[src/rtl/eth_phy_10g_rx_link_ctrl.sv]
// 10G PHY RX link controller: aligner reset/relock sequencing, sync-header BER monitor,
// link status and management counters.
module eth_phy_10g_rx_link_ctrl #(
  parameter int HDR_WIDTH     = 2,
  parameter int BER_WINDOW    = 19531,
  parameter int BER_THRESH    = 16,
  parameter int LOCK_TIMEOUT  = 65536,
  parameter int RST_HOLD      = 16,
  parameter int STATUS_DELAY  = 125,
  parameter int ERR_CNT_WIDTH = 16
) (
  input  logic                     clk,
  input  logic                     i_rst,
  input  logic                     i_rx_block_lock,
  input  logic [HDR_WIDTH-1:0]     i_serdes_rx_hdr,
  input  logic                     i_err_clr,
  input  logic                     i_force_realign,
  output logic                     o_aligner_rst,
  output logic                     o_rx_status,
  output logic                     o_rx_hi_ber,
  output logic [ERR_CNT_WIDTH-1:0] o_err_count,
  output logic [7:0]               o_retry_count,
  output logic [2:0]               o_state
);

  localparam int HOLD_W = $clog2(RST_HOLD + 1);
  localparam int TMO_W  = $clog2(LOCK_TIMEOUT + 1);
  localparam int CLN_W  = $clog2(STATUS_DELAY + 1);
  localparam int WIN_W  = $clog2(BER_WINDOW);
  localparam int INV_W  = $clog2(BER_THRESH + 1);

  localparam logic [HOLD_W-1:0] HOLD_LAST = HOLD_W'(RST_HOLD - 1);
  localparam logic [TMO_W-1:0]  TMO_LAST  = TMO_W'(LOCK_TIMEOUT - 1);
  localparam logic [CLN_W-1:0]  CLN_LAST  = CLN_W'(STATUS_DELAY - 1);
  localparam logic [WIN_W-1:0]  WIN_LAST  = WIN_W'(BER_WINDOW - 1);
  localparam logic [INV_W-1:0]  INV_MAX   = INV_W'(BER_THRESH);

  typedef enum logic [2:0] {
    ST_RESET     = 3'd0,
    ST_WAIT_LOCK = 3'd1,
    ST_CHECK     = 3'd2,
    ST_UP        = 3'd3
  } state_t;

  state_t                   state_q, state_d;
  logic [HOLD_W-1:0]        hold_q, hold_d;
  logic [TMO_W-1:0]         tmo_q, tmo_d;
  logic [CLN_W-1:0]         clean_q, clean_d;
  logic [7:0]               retry_q, retry_d;
  logic [WIN_W-1:0]         win_q, win_d;
  logic [INV_W-1:0]         inv_q, inv_d, inv_sum;
  logic                     hi_ber_q, hi_ber_d;
  logic [ERR_CNT_WIDTH-1:0] err_q, err_d;
  logic                     aligner_rst_q, status_q;
  logic                     inv_hdr, clean_cyc;

  // BER monitor and error counter
  always_comb begin
    inv_hdr  = i_rx_block_lock &&
               ((i_serdes_rx_hdr == '0) || (i_serdes_rx_hdr == '1));
    inv_sum  = (inv_hdr && (inv_q != INV_MAX)) ? inv_q + 1'b1 : inv_q;
    win_d    = '0;
    inv_d    = '0;
    hi_ber_d = 1'b0;
    if (i_rx_block_lock) begin
      if (win_q == WIN_LAST) begin
        hi_ber_d = (inv_sum == INV_MAX);
      end else begin
        win_d    = win_q + 1'b1;
        inv_d    = inv_sum;
        hi_ber_d = hi_ber_q || (inv_sum == INV_MAX);
      end
    end

    err_d = err_q;
    if (i_err_clr) begin
      err_d = inv_hdr ? ERR_CNT_WIDTH'(1) : '0;
    end else if (inv_hdr && (err_q != '1)) begin
      err_d = err_q + 1'b1;
    end
  end

  // A locked cycle is clean only if hi_ber is low both before and after this edge,
  // so CHECK never promotes to UP on the edge where hi_ber rises.
  assign clean_cyc = i_rx_block_lock && !hi_ber_q && !hi_ber_d;

  always_comb begin
    state_d = state_q;
    hold_d  = hold_q;
    tmo_d   = tmo_q;
    clean_d = clean_q;
    retry_d = retry_q;
    if (i_force_realign) begin
      state_d = ST_RESET;
      hold_d  = '0;
    end else begin
      case (state_q)
        ST_RESET: begin
          if (hold_q == HOLD_LAST) begin
            state_d = ST_WAIT_LOCK;
            tmo_d   = '0;
          end else begin
            hold_d = hold_q + 1'b1;
          end
        end
        ST_WAIT_LOCK: begin
          if (i_rx_block_lock) begin
            state_d = ST_CHECK;
            clean_d = '0;
          end else if (tmo_q == TMO_LAST) begin
            state_d = ST_RESET;
            hold_d  = '0;
            if (retry_q != 8'hFF) retry_d = retry_q + 8'd1;
          end else begin
            tmo_d = tmo_q + 1'b1;
          end
        end
        ST_CHECK: begin
          if (!i_rx_block_lock) begin
            state_d = ST_WAIT_LOCK;
            tmo_d   = '0;
          end else if (!clean_cyc) begin
            clean_d = '0;
          end else if (clean_q == CLN_LAST) begin
            state_d = ST_UP;
          end else begin
            clean_d = clean_q + 1'b1;
          end
        end
        ST_UP: begin
          if (!i_rx_block_lock) begin
            state_d = ST_WAIT_LOCK;
            tmo_d   = '0;
          end else if (hi_ber_d) begin
            state_d = ST_CHECK;
            clean_d = '0;
          end
        end
        default: begin
          state_d = ST_RESET;
          hold_d  = '0;
        end
      endcase
    end
  end

  always_ff @(posedge clk) begin
    if (i_rst) begin
      state_q       <= ST_RESET;
      hold_q        <= '0;
      tmo_q         <= '0;
      clean_q       <= '0;
      retry_q       <= '0;
      win_q         <= '0;
      inv_q         <= '0;
      hi_ber_q      <= 1'b0;
      err_q         <= '0;
      aligner_rst_q <= 1'b1;
      status_q      <= 1'b0;
    end else begin
      state_q       <= state_d;
      hold_q        <= hold_d;
      tmo_q         <= tmo_d;
      clean_q       <= clean_d;
      retry_q       <= retry_d;
      win_q         <= win_d;
      inv_q         <= inv_d;
      hi_ber_q      <= hi_ber_d;
      err_q         <= err_d;
      aligner_rst_q <= (state_d == ST_RESET);
      status_q      <= (state_d == ST_UP);
    end
  end

  assign o_aligner_rst = aligner_rst_q;
  assign o_rx_status   = status_q;
  assign o_rx_hi_ber   = hi_ber_q;
  assign o_err_count   = err_q;
  assign o_retry_count = retry_q;
  assign o_state       = state_q;

endmodule
[config.mk]
export PLATFORM = sky130hd
export DESIGN_NAME = eth_phy_10g_rx_link_ctrl
export DESIGN_NICKNAME = d
export VERILOG_FILES = /design/src/rtl/eth_phy_10g_rx_link_ctrl.sv
export SDC_FILE = /design/constraint.sdc
export NUM_CORES = 1
export LEC_CHECK = 0
export ABC_AREA = 1
export ABC_CLOCK_PERIOD_IN_PS = 2300
export CAP_MARGIN = 20
export CORE_MARGIN = 1
export CORE_UTILIZATION = 40
export CTS_BUF_LIST = sky130_fd_sc_hd__clkbuf_2
export CTS_CLUSTER_DIAMETER = 200
export DETAILED_ROUTE_END_ITERATION = 6
export PLACE_DENSITY = 0.63
export SETUP_SLACK_MARGIN = 0.1
export SYNTH_ARGS = -nofsm -noshare
export SYNTH_HDL_FRONTEND = slang
export SYNTH_SLANG_ARGS = --single-unit
[constraint.sdc]
create_clock -name clk -period 2.3 [get_ports clk]
set_input_delay 0.23 -clock clk [delete_from_list [all_inputs] [get_ports clk]]
set_output_delay 0.23 -clock clk [all_outputs]
set_load 0.01 [all_outputs]
### Word level (Yosys, flattened, before mapping)

Index checks and enable logic that the tools add are counted.

* add/sub/neg operators: 7
* eq/ne operators: 24
* muxes and demuxes: 32
* bitwise operators: 3
* reductions and logical operators: 22

Operator list (number)
* $mux 17: 4
* $pmux 17 s3: 1
* $mux 7: 6
* $mux 16: 2
* $mux 3: 9
* $pmux 7 s3: 1
* $mux 5: 4
* $ne 2x2->1 const B: 10
* $add 17x1->17 const B: 1
* $eq 17x16->1 const B: 1
* $add 16x1->16 const B: 1
* $ne 16x16->1 const B: 1
* $add 15x1->15 const B: 1
* $eq 15x15->1 const B: 1
* $pmux 5 s3: 1
* $pmux 3 s4: 1
* $add 5x1->5 const B: 2
* $eq 3x2->1 const B: 3
* $add 8x1->8 const B: 1
* $ne 8x8->1 const B: 1
* $add 7x1->7 const B: 1
* $eq 7x7->1 const B: 1
* $reduce_and 7->1: 1
* $logic_not 3->1: 2
* other kinds (19): 31

* register bits: 79
* input bits: 7
* output and inout bits: 30
* word-level logic and storage cells: 99

### Longest topological paths before layout

Gate-level depths: netlist (run 1).

* word-level depth: 16
* depth in mapped cells: 17
* gate-level depth less buffers: 17

### Least setup slack after synthesis (run 1)

Ideal clock, no wire load.

* path type: reg2reg
* start: register tmo_q[0]
* end: register retry_q[7] (netlist: o_retry_count[7])
* library setup time: 0.113 ns
* data arrival time: 2.132 ns
* data required time: 2.187 ns
* setup slack: 0.055 ns
* cell stages (with the launch flop): 16
* buffers on the path: 0
* clock period less this slack: 2.245 ns
* cell sequence: dfxtp_1 ha_1 inv_1 nor3_1 nand4_1 nor2_1 ha_1 inv_1 nor4_1 nand2_1 inv_1 nand3_1 nor3_1 nand2_1 nand2_1 nor2_1

* longest elaborated chain between the ends: 2

RTL lines
* start, declared: line 47 `logic [TMO_W-1:0] tmo_q, tmo_d;`
* start signal, assigned: line 163 `tmo_q <= tmo_d;`
* $eq 17x16->1: line 110 `end else if (tmo_q == TMO_LAST) begin`
* $reduce_and 5->1 (no line)
* end signal, assigned: line 165 `retry_q <= retry_d;`
* end, declared: line 49 `logic [7:0] retry_q, retry_d;`

No other way between the ends.
A chain may end at the register's enable or synchronous reset.

### Worst setup path after layout (run 1)

* start: register tmo_q[1]
* end: register retry_q[5] (netlist: o_retry_count[5])

The elaborated chain is that of the path after synthesis.

==> results of run 1 <==
-- per-stage QoR --
| step | total power, W | setup TNS, ps | hold slack, ps | area (um2) |
|---|---|---|---|---|
| floorplan | 0.00151 | 0 | 389 | 3970 |
| global placement | 0.00159 | 0 | 442 | 4650 |
| detailed placement | 0.00159 | -48.1 | 446 | 4650 |
| CTS | 0.00247 | 0 | 420 | 4910 |
| global route | 0.00257 | -377 | 397 | 5140 |
| finish | 0.00246 | 0 | 442 | 5140 |
-- synth_stat cells --
master,count
nand2_1,90
nor2_1,85
dfxtp_1,79
inv_1,77
a21oi_1,42
nand3_1,36
o21ai_0,26
nor3_1,24
nand4_1,14
ha_1,12
xor2_1,8
nor2_2,6
and3_1,5
nand2_2,4
nand3_2,4
nor3_2,4
nor4_1,4
o21a_1,4
clkbuf_1,3
inv_2,3
nand2_4,3
nor3b_1,3
a211oi_1,2
a21oi_2,2
a31oi_1,2
o211ai_1,2
o21ai_1,2
xnor2_1,2
a41oi_1,1
and2_1,1
buf_2,1
conb_1,1
nand3_4,1
nand3b_1,1
nor2_4,1
nor4b_1,1
o21ai_2,1
o21bai_1,1
o31ai_1,1
-- logic make-up (layout without fill, tap and decap cells) --
family | count (synthesis) | after routing
simple gates | 287 | 287
compound gates | 86 | 86
buf+inv | 84 | 174
flops | 79 | 79
fa+ha+maj | 12 | 12
xor+xnor | 10 | 10
other cells | 1 | 1
-- path summary, 6_finish.rpt --
check,startpoint,endpoint,slack [ps],cells past startpoint
max,tmo_q[1]$_SDFFE_PP0P_,o_retry_count[5]$_SDFFE_PP0P_,100,14
min,i_rst,o_state[0]$_SDFF_PP0_,440,3
max reg2reg,tmo_q[1]$_SDFFE_PP0P_,o_retry_count[5]$_SDFFE_PP0P_,100,14
min reg2reg,hold_q[3]$_SDFFE_PP0P_,hold_q[3]$_SDFFE_PP0P_,470,1
-- metal layers --
metal  vias to the layer above  track usage, %  part of all wire (%)
li1                       2011               -                     -
met1                      1716            23.0                    47
met2                        55            30.1                    48
met3                        12            4.07                   3.3
met4                         0            5.69                   1.7
met5                         -               0                     0
-- area by class of cell --
type	count	area share, %
Clock buffer	11	1.07
Tap cell	129	3.14
Sequential cell	79	30.9
Clock inverter	5	1.61
Multi-Input combinational cell	396	43.9
Inverter	80	5.89
Timing Repair Buffer	78	13.5
-- worst max-delay path: cells and delay by family (launching register included) --
| kind | cells | cell delay (ps) |
|---|---|---|
| compound gates | 2 | 200 |
| fa+ha+maj | 2 | 320 |
| buf+inv | 4 | 340 |
| flops | 1 | 400 |
| simple gates | 6 | 890 |
-- timing repair --
action	in CTS	in global routing
buffers inserted	9	11
endpoints found under the setup margin	10	40
gates resized for setup	17	34
pin swaps	10	19
cloned	0	0
-- sequential cells by signal (all words and copies together) (netlist names) --
register / flops
clean_q: 7
hold_q: 5
inv_q: 5
o_aligner_rst: 1
o_err_count: 16
o_retry_count: 8
o_rx_hi_ber: 1
o_rx_status: 1
o_state: 3
tmo_q: 17
win_q: 15
-- report_power, final --
part | switching (W) | total [W] | internal [W]
Sequential | 0.0000103 | 0.00139 | 0.00138
Clock | 0.000504 | 0.000876 | 0.000372
Combinational | 0.000110 | 0.000192 | 0.0000821
==> metrics.txt, run 1 <==
outcome=finished clean; largest family of logic cells by synthesized area=simple AND/OR/NAND/NOR gates; Max IR drop VDD=383 uV; Crit-path slowest cell=dfxtp_2; Synthesis Warnings=0; GRT Overall Usage=18.0%; HPWL after DPL=6260 um; largest net degree at the start of global routing=14; Antenna Violating Nets Remaining=0; clock root buffer=clkbuf_2; Final Setup Violations=0; max incr delay on CP=400 ps; hold buffer count at cts=0; DR iter-0 viols=105; Post-Syn Area=0.00396 mm2; row count=35; area delta synth->final=29.7%; Worst Setup Start Kind=register; multi-input combinational cell area=0.00226 mm2; Synth Area in Compound Gates=11.9%; Chip Width=102 um; Post-Syn Instances=559; CTS tree=built; ranking of synthesized cells by area=dfxtp_1 40%, nand2_1 8.5%, nor2_1 8.0%, inv_1 7.3%, a21oi_1 5.3%; Routability Congestion=0.782; H-Tree Depth=3; DRT Pass-1 Iters=5; antenna diode count=0; Pleak=2.09 nW; FF+latch area=0.00159 mm2; Synth top area share=39.9%; initial antenna violation count=0; Synth area leader=dfxtp_1; drt drc=0; first-pass GRT wire length=14900 um; WL final=9050 um; Routed WL per cell=11.6 um; Post-Synth XOR/XNOR Area=2.21%; Crit Path Max Fanout=3; layout cells sized above 1=18.8%; min Tclk post-route=2200 ps; Final Hold Fails=0; CP cell instances=ha_4 -> inv_4 -> nor3_4 -> nand4_1 -> nor2_2 -> ha_4 -> inv_2 -> nor4_4 -> nand2_1 -> inv_2 -> nand3_4 -> buf_4 -> o21ai_0 -> a21oi_1; unrepaired setup endpoints after global routing=true; Syn Area/Cell=7.09 um2; die area=0.0103 mm2; Clock Skew=45.5 ps; Reg clk slew, reported paths=230 ps; commonest non-fill, non-tap cell in the layout=nand2_1; total gr overflow=0; post-synthesis mux area share=0%; fill cell count=877; Max clock buf depth=2; Die Span Y=102 um; Peak Freq=0.455 GHz; net count after synthesis=578; CP required=2740 ps; Layout Nets=663; utilization after layout=54.6%; Adder-Cell Fraction of Synth Area=3.79%; WS Path Type=register to register; buffers added on ports=36; PD cells=479 mW/mm2; vias in the first global route=3488; CP endpoint kind=register; CTS buffer count=9; simple logic cell fraction of the synthesized area=34.1%; clock sinks=79; core area=0.00942 mm2; worst setup margin=102 ps; CP arrival=2640 ps; count of final max-slew check failures=0; Via density=4.88; Tcrit/Tclk final=95.6%; pre-CTS setup slack=-26.3 ps; Hold Crit Class=input port to register; Max Cap Viol=0; num ports=37; clk_lat worst skew=530 ps; sequential area share after synthesis=39.9%; Synth cell types=39; number of synthesized register bits=79; total vias in the final route=3794; fin cells=778; Initial Util=42.1%; Placed Cells=742; most frequent cells in the layout=86 x nand2_1, 81 x nor2_1, 73 x dfxtp_1
(Power assumes the default switching activity.)
==> run 2, diff against run 1 <==
--- a/config.mk
+++ b/config.mk
@@ -15,6 +15,8 @@
 export DETAILED_ROUTE_END_ITERATION = 6
 export PLACE_DENSITY = 0.63
 export SETUP_SLACK_MARGIN = 0.1
+export SKIP_CTS_REPAIR_TIMING = 1
+export SLEW_MARGIN = 25
 export SYNTH_ARGS = -nofsm -noshare
 export SYNTH_HDL_FRONTEND = slang
 export SYNTH_SLANG_ARGS = --single-unit
==> run 2 against run 1 <==
Against the previous run:
- total power fell by 0.59%
- non-clock buffer count down 11
- wire length shrank 4.2%
- via count down 0.71%
- first-iteration DRC count increased by 13%
- setup slack gained 18 ps
- design area fell by 2.5%
- global-route usage down 0.59 points
- hold slack gained 19 ps
- critical endpoint is now o_retry_count[7]$_SDFFE_PP0P_
- largest power group unchanged
- highest routed layer unchanged
==> metrics.txt, run 2 (synthesized netlist as in run 1, its figures left out) <==
outcome=finished clean; Worst Setup Start Kind=register; clock root buffer=clkbuf_2; drt drc=0 (unchanged); setup_tns=0 ps (unchanged); Final Hold Fails=0 (unchanged); Routability Congestion=0.782 (unchanged); fill cell count=907 (+3.4%); antenna diode count=0 (unchanged); CP endpoint kind=register; Biggest register=tmo_q; Clock Skew=48.6 ps (+3.13 ps); largest net degree at the start of global routing=14 (unchanged); core area=0.00942 mm2 (unchanged); layout cells sized above 1=17.2% (-1.6 points); metal2 WL=3990 um (-7.3%); Reg clk slew, reported paths=230 ps (about the same); num ports=37 (unchanged); area of placed instances=0.00465 mm2 (unchanged); Worst Setup SP=tmo_q[1]$_SDFFE_PP0P_; Min-Delay Endpoint=o_state[0]$_SDFF_PP0_; Antenna Violating Nets Remaining=0 (unchanged); die area=0.0103 mm2 (unchanged); hold path start=i_rst; Crit-path slowest cell=dfxtp_2; Pleak=2.00 nW (-4.2%); utilization after layout=53.3% (-1.4 points); Peak Freq=0.459 GHz (+0.82%); M1 WL=4290 um (-0.21%); most frequent cells in the layout=85 x nand2_1, 83 x nor2_1, 71 x inv_1, 71 x dfxtp_1, 41 x a21oi_1; PD cells=488 mW/mm2 (+1.9%); worst setup margin=120 ps (+18.0 ps); DR WL met3=282 um (-4.7%); Max Cap Viol=0 (unchanged); flop-to-flop setup slack=120 ps (+20 ps); max incr delay on CP=410 ps (about the same); CTS tree=built; unrepaired setup endpoints after global routing=true; Hold Crit Class=input port to register; H-Tree Depth=3 (unchanged); CP required=2740 ps (about the same); count of final max-slew check failures=0 (unchanged); Via density=4.91 (+0.71%); GRT Overall Usage=17.4% (-0.59 points); buffers added on ports=36 (unchanged); WHS Path Cells=3 (unchanged); reg-to-reg endpoint=o_retry_count[7]$_SDFFE_PP0P_; clock sinks=79 (unchanged); Max clock buf depth=2 (unchanged); area delta synth->final=26.5%; WL final=8680 um (-4.2%); CTS buffer count=9 (unchanged); highest routed layer=met4; WS Path Type=register to register; first-pass GRT wire length=14500 um (-2.9%); Worst Reg-to-Reg Cells=15 (+1); Chip Width=102 um (unchanged); minimum hold slack=461 ps (+18.8 ps); DR iter-0 viols=119 (+13%); max reg flops=17 (unchanged); Layout Nets=652 (-1.7%); Final Setup Violations=0 (unchanged); vias in the first global route=3405 (-2.4%); FF-to-FF Start=tmo_q[1]$_SDFFE_PP0P_; Tcrit/Tclk final=94.8% (-0.78 points); pre-CTS setup slack=-26.3 ps (unchanged); Crit Path Max Fanout=3 (unchanged); clk_lat worst skew=520 ps (about the same); final instance area=0.00501 mm2 (-2.5%); total gr overflow=0 (unchanged); commonest non-fill, non-tap cell in the layout=nand2_1; CP arrival=2620 ps (-20 ps); row count=35 (unchanged); Initial Util=42.1% (unchanged); min Tclk post-route=2180 ps (-18.0 ps); total vias in the final route=3767 (-0.71%); Die Span Y=102 um (unchanged); initial antenna violation count=0 (unchanged); DRT Pass-1 Iters=5 (unchanged); Routed WL per cell=11.3 um (-2.8%); HPWL after DPL=6260 um (unchanged); Max IR drop VDD=382 uV (-0.12%); CP cell instances=ha_4 -> inv_2 -> nor3_2 -> nand4_1 -> nor2_2 -> ha_2 -> inv_2 -> nor4_4 -> nand2_1 -> inv_2 -> nand3_2 -> nor3_2 -> nand2_1 -> nand2_1 -> nor2_1
## run 2: cell count changes in the layout (fill, tap and decap cells not counted), moves of 2 or more
cell     delta
buf_4      -11
dfxtp_1     -2
dfxtp_2     +2
nor2_1      +2
nor2_2      -2
nor3_2      +3
nor3_4      -3
o21ai_0     -2
o21ai_1     +2
## run 2: per-stage QoR
step	power, W	std cells
floorplan	0.00151	559
global placement	0.00159	742
detailed placement	0.00159	742
CTS	0.00246	758
global route	0.00256	767
finish	0.00245	767
## run 2: critical path, delay by kind of cell (launching register included)
family	cells	cell delay [ps]
simple gates	10	1200
flops	1	410
fa+ha+maj	2	350
buf+inv	3	180
## run 2: layer usage
layer,GRT usage [%],up-vias
li1,-,1987
met1,22.8,1715
met2,28.2,54
met3,4.00,11
met4,6.02,0
met5,0,-
## run 2: how the worst max path moves through the flow
stage / endpoint / slack [ps] / depth (start not counted)
after floorplan: o_retry_count[7]$_SDFFE_PP0P_ / 110 / 15
after global placement: o_aligner_rst$_SDFF_PP1_ / 70 / 16
after detailed placement: o_retry_count[7]$_SDFFE_PP0P_ / -30 / 15
after CTS: o_retry_count[7]$_SDFFE_PP0P_ / -40 / 15
after global routing: o_retry_count[7]$_SDFFE_PP0P_ / -70 / 15
final: o_retry_count[7]$_SDFFE_PP0P_ / 120 / 15
## run 2: final cells by class
type                            count  area, um2  area share, %
Clock buffer                       11       55.1           1.10
Clock inverter                      5       82.6           1.65
Inverter                           80        300           5.99
Multi-Input combinational cell    396       2210           44.1
Sequential cell                    79       1590           31.7
Tap cell                          129        161           3.22
Timing Repair Buffer               67        613           12.2
## run 2: power by group
group / leakage (nW) / switching (W) / total, W / internal [W]
clock: 0.0861 / 0.000497 / 0.000869 / 0.000372
sequential: 0.642 / 0.0000105 / 0.00139 / 0.00138
combinational: 1.27 / 0.000107 / 0.000184 / 0.0000775
total: 2.00 / 0.000614 / 0.00245 / 0.00183
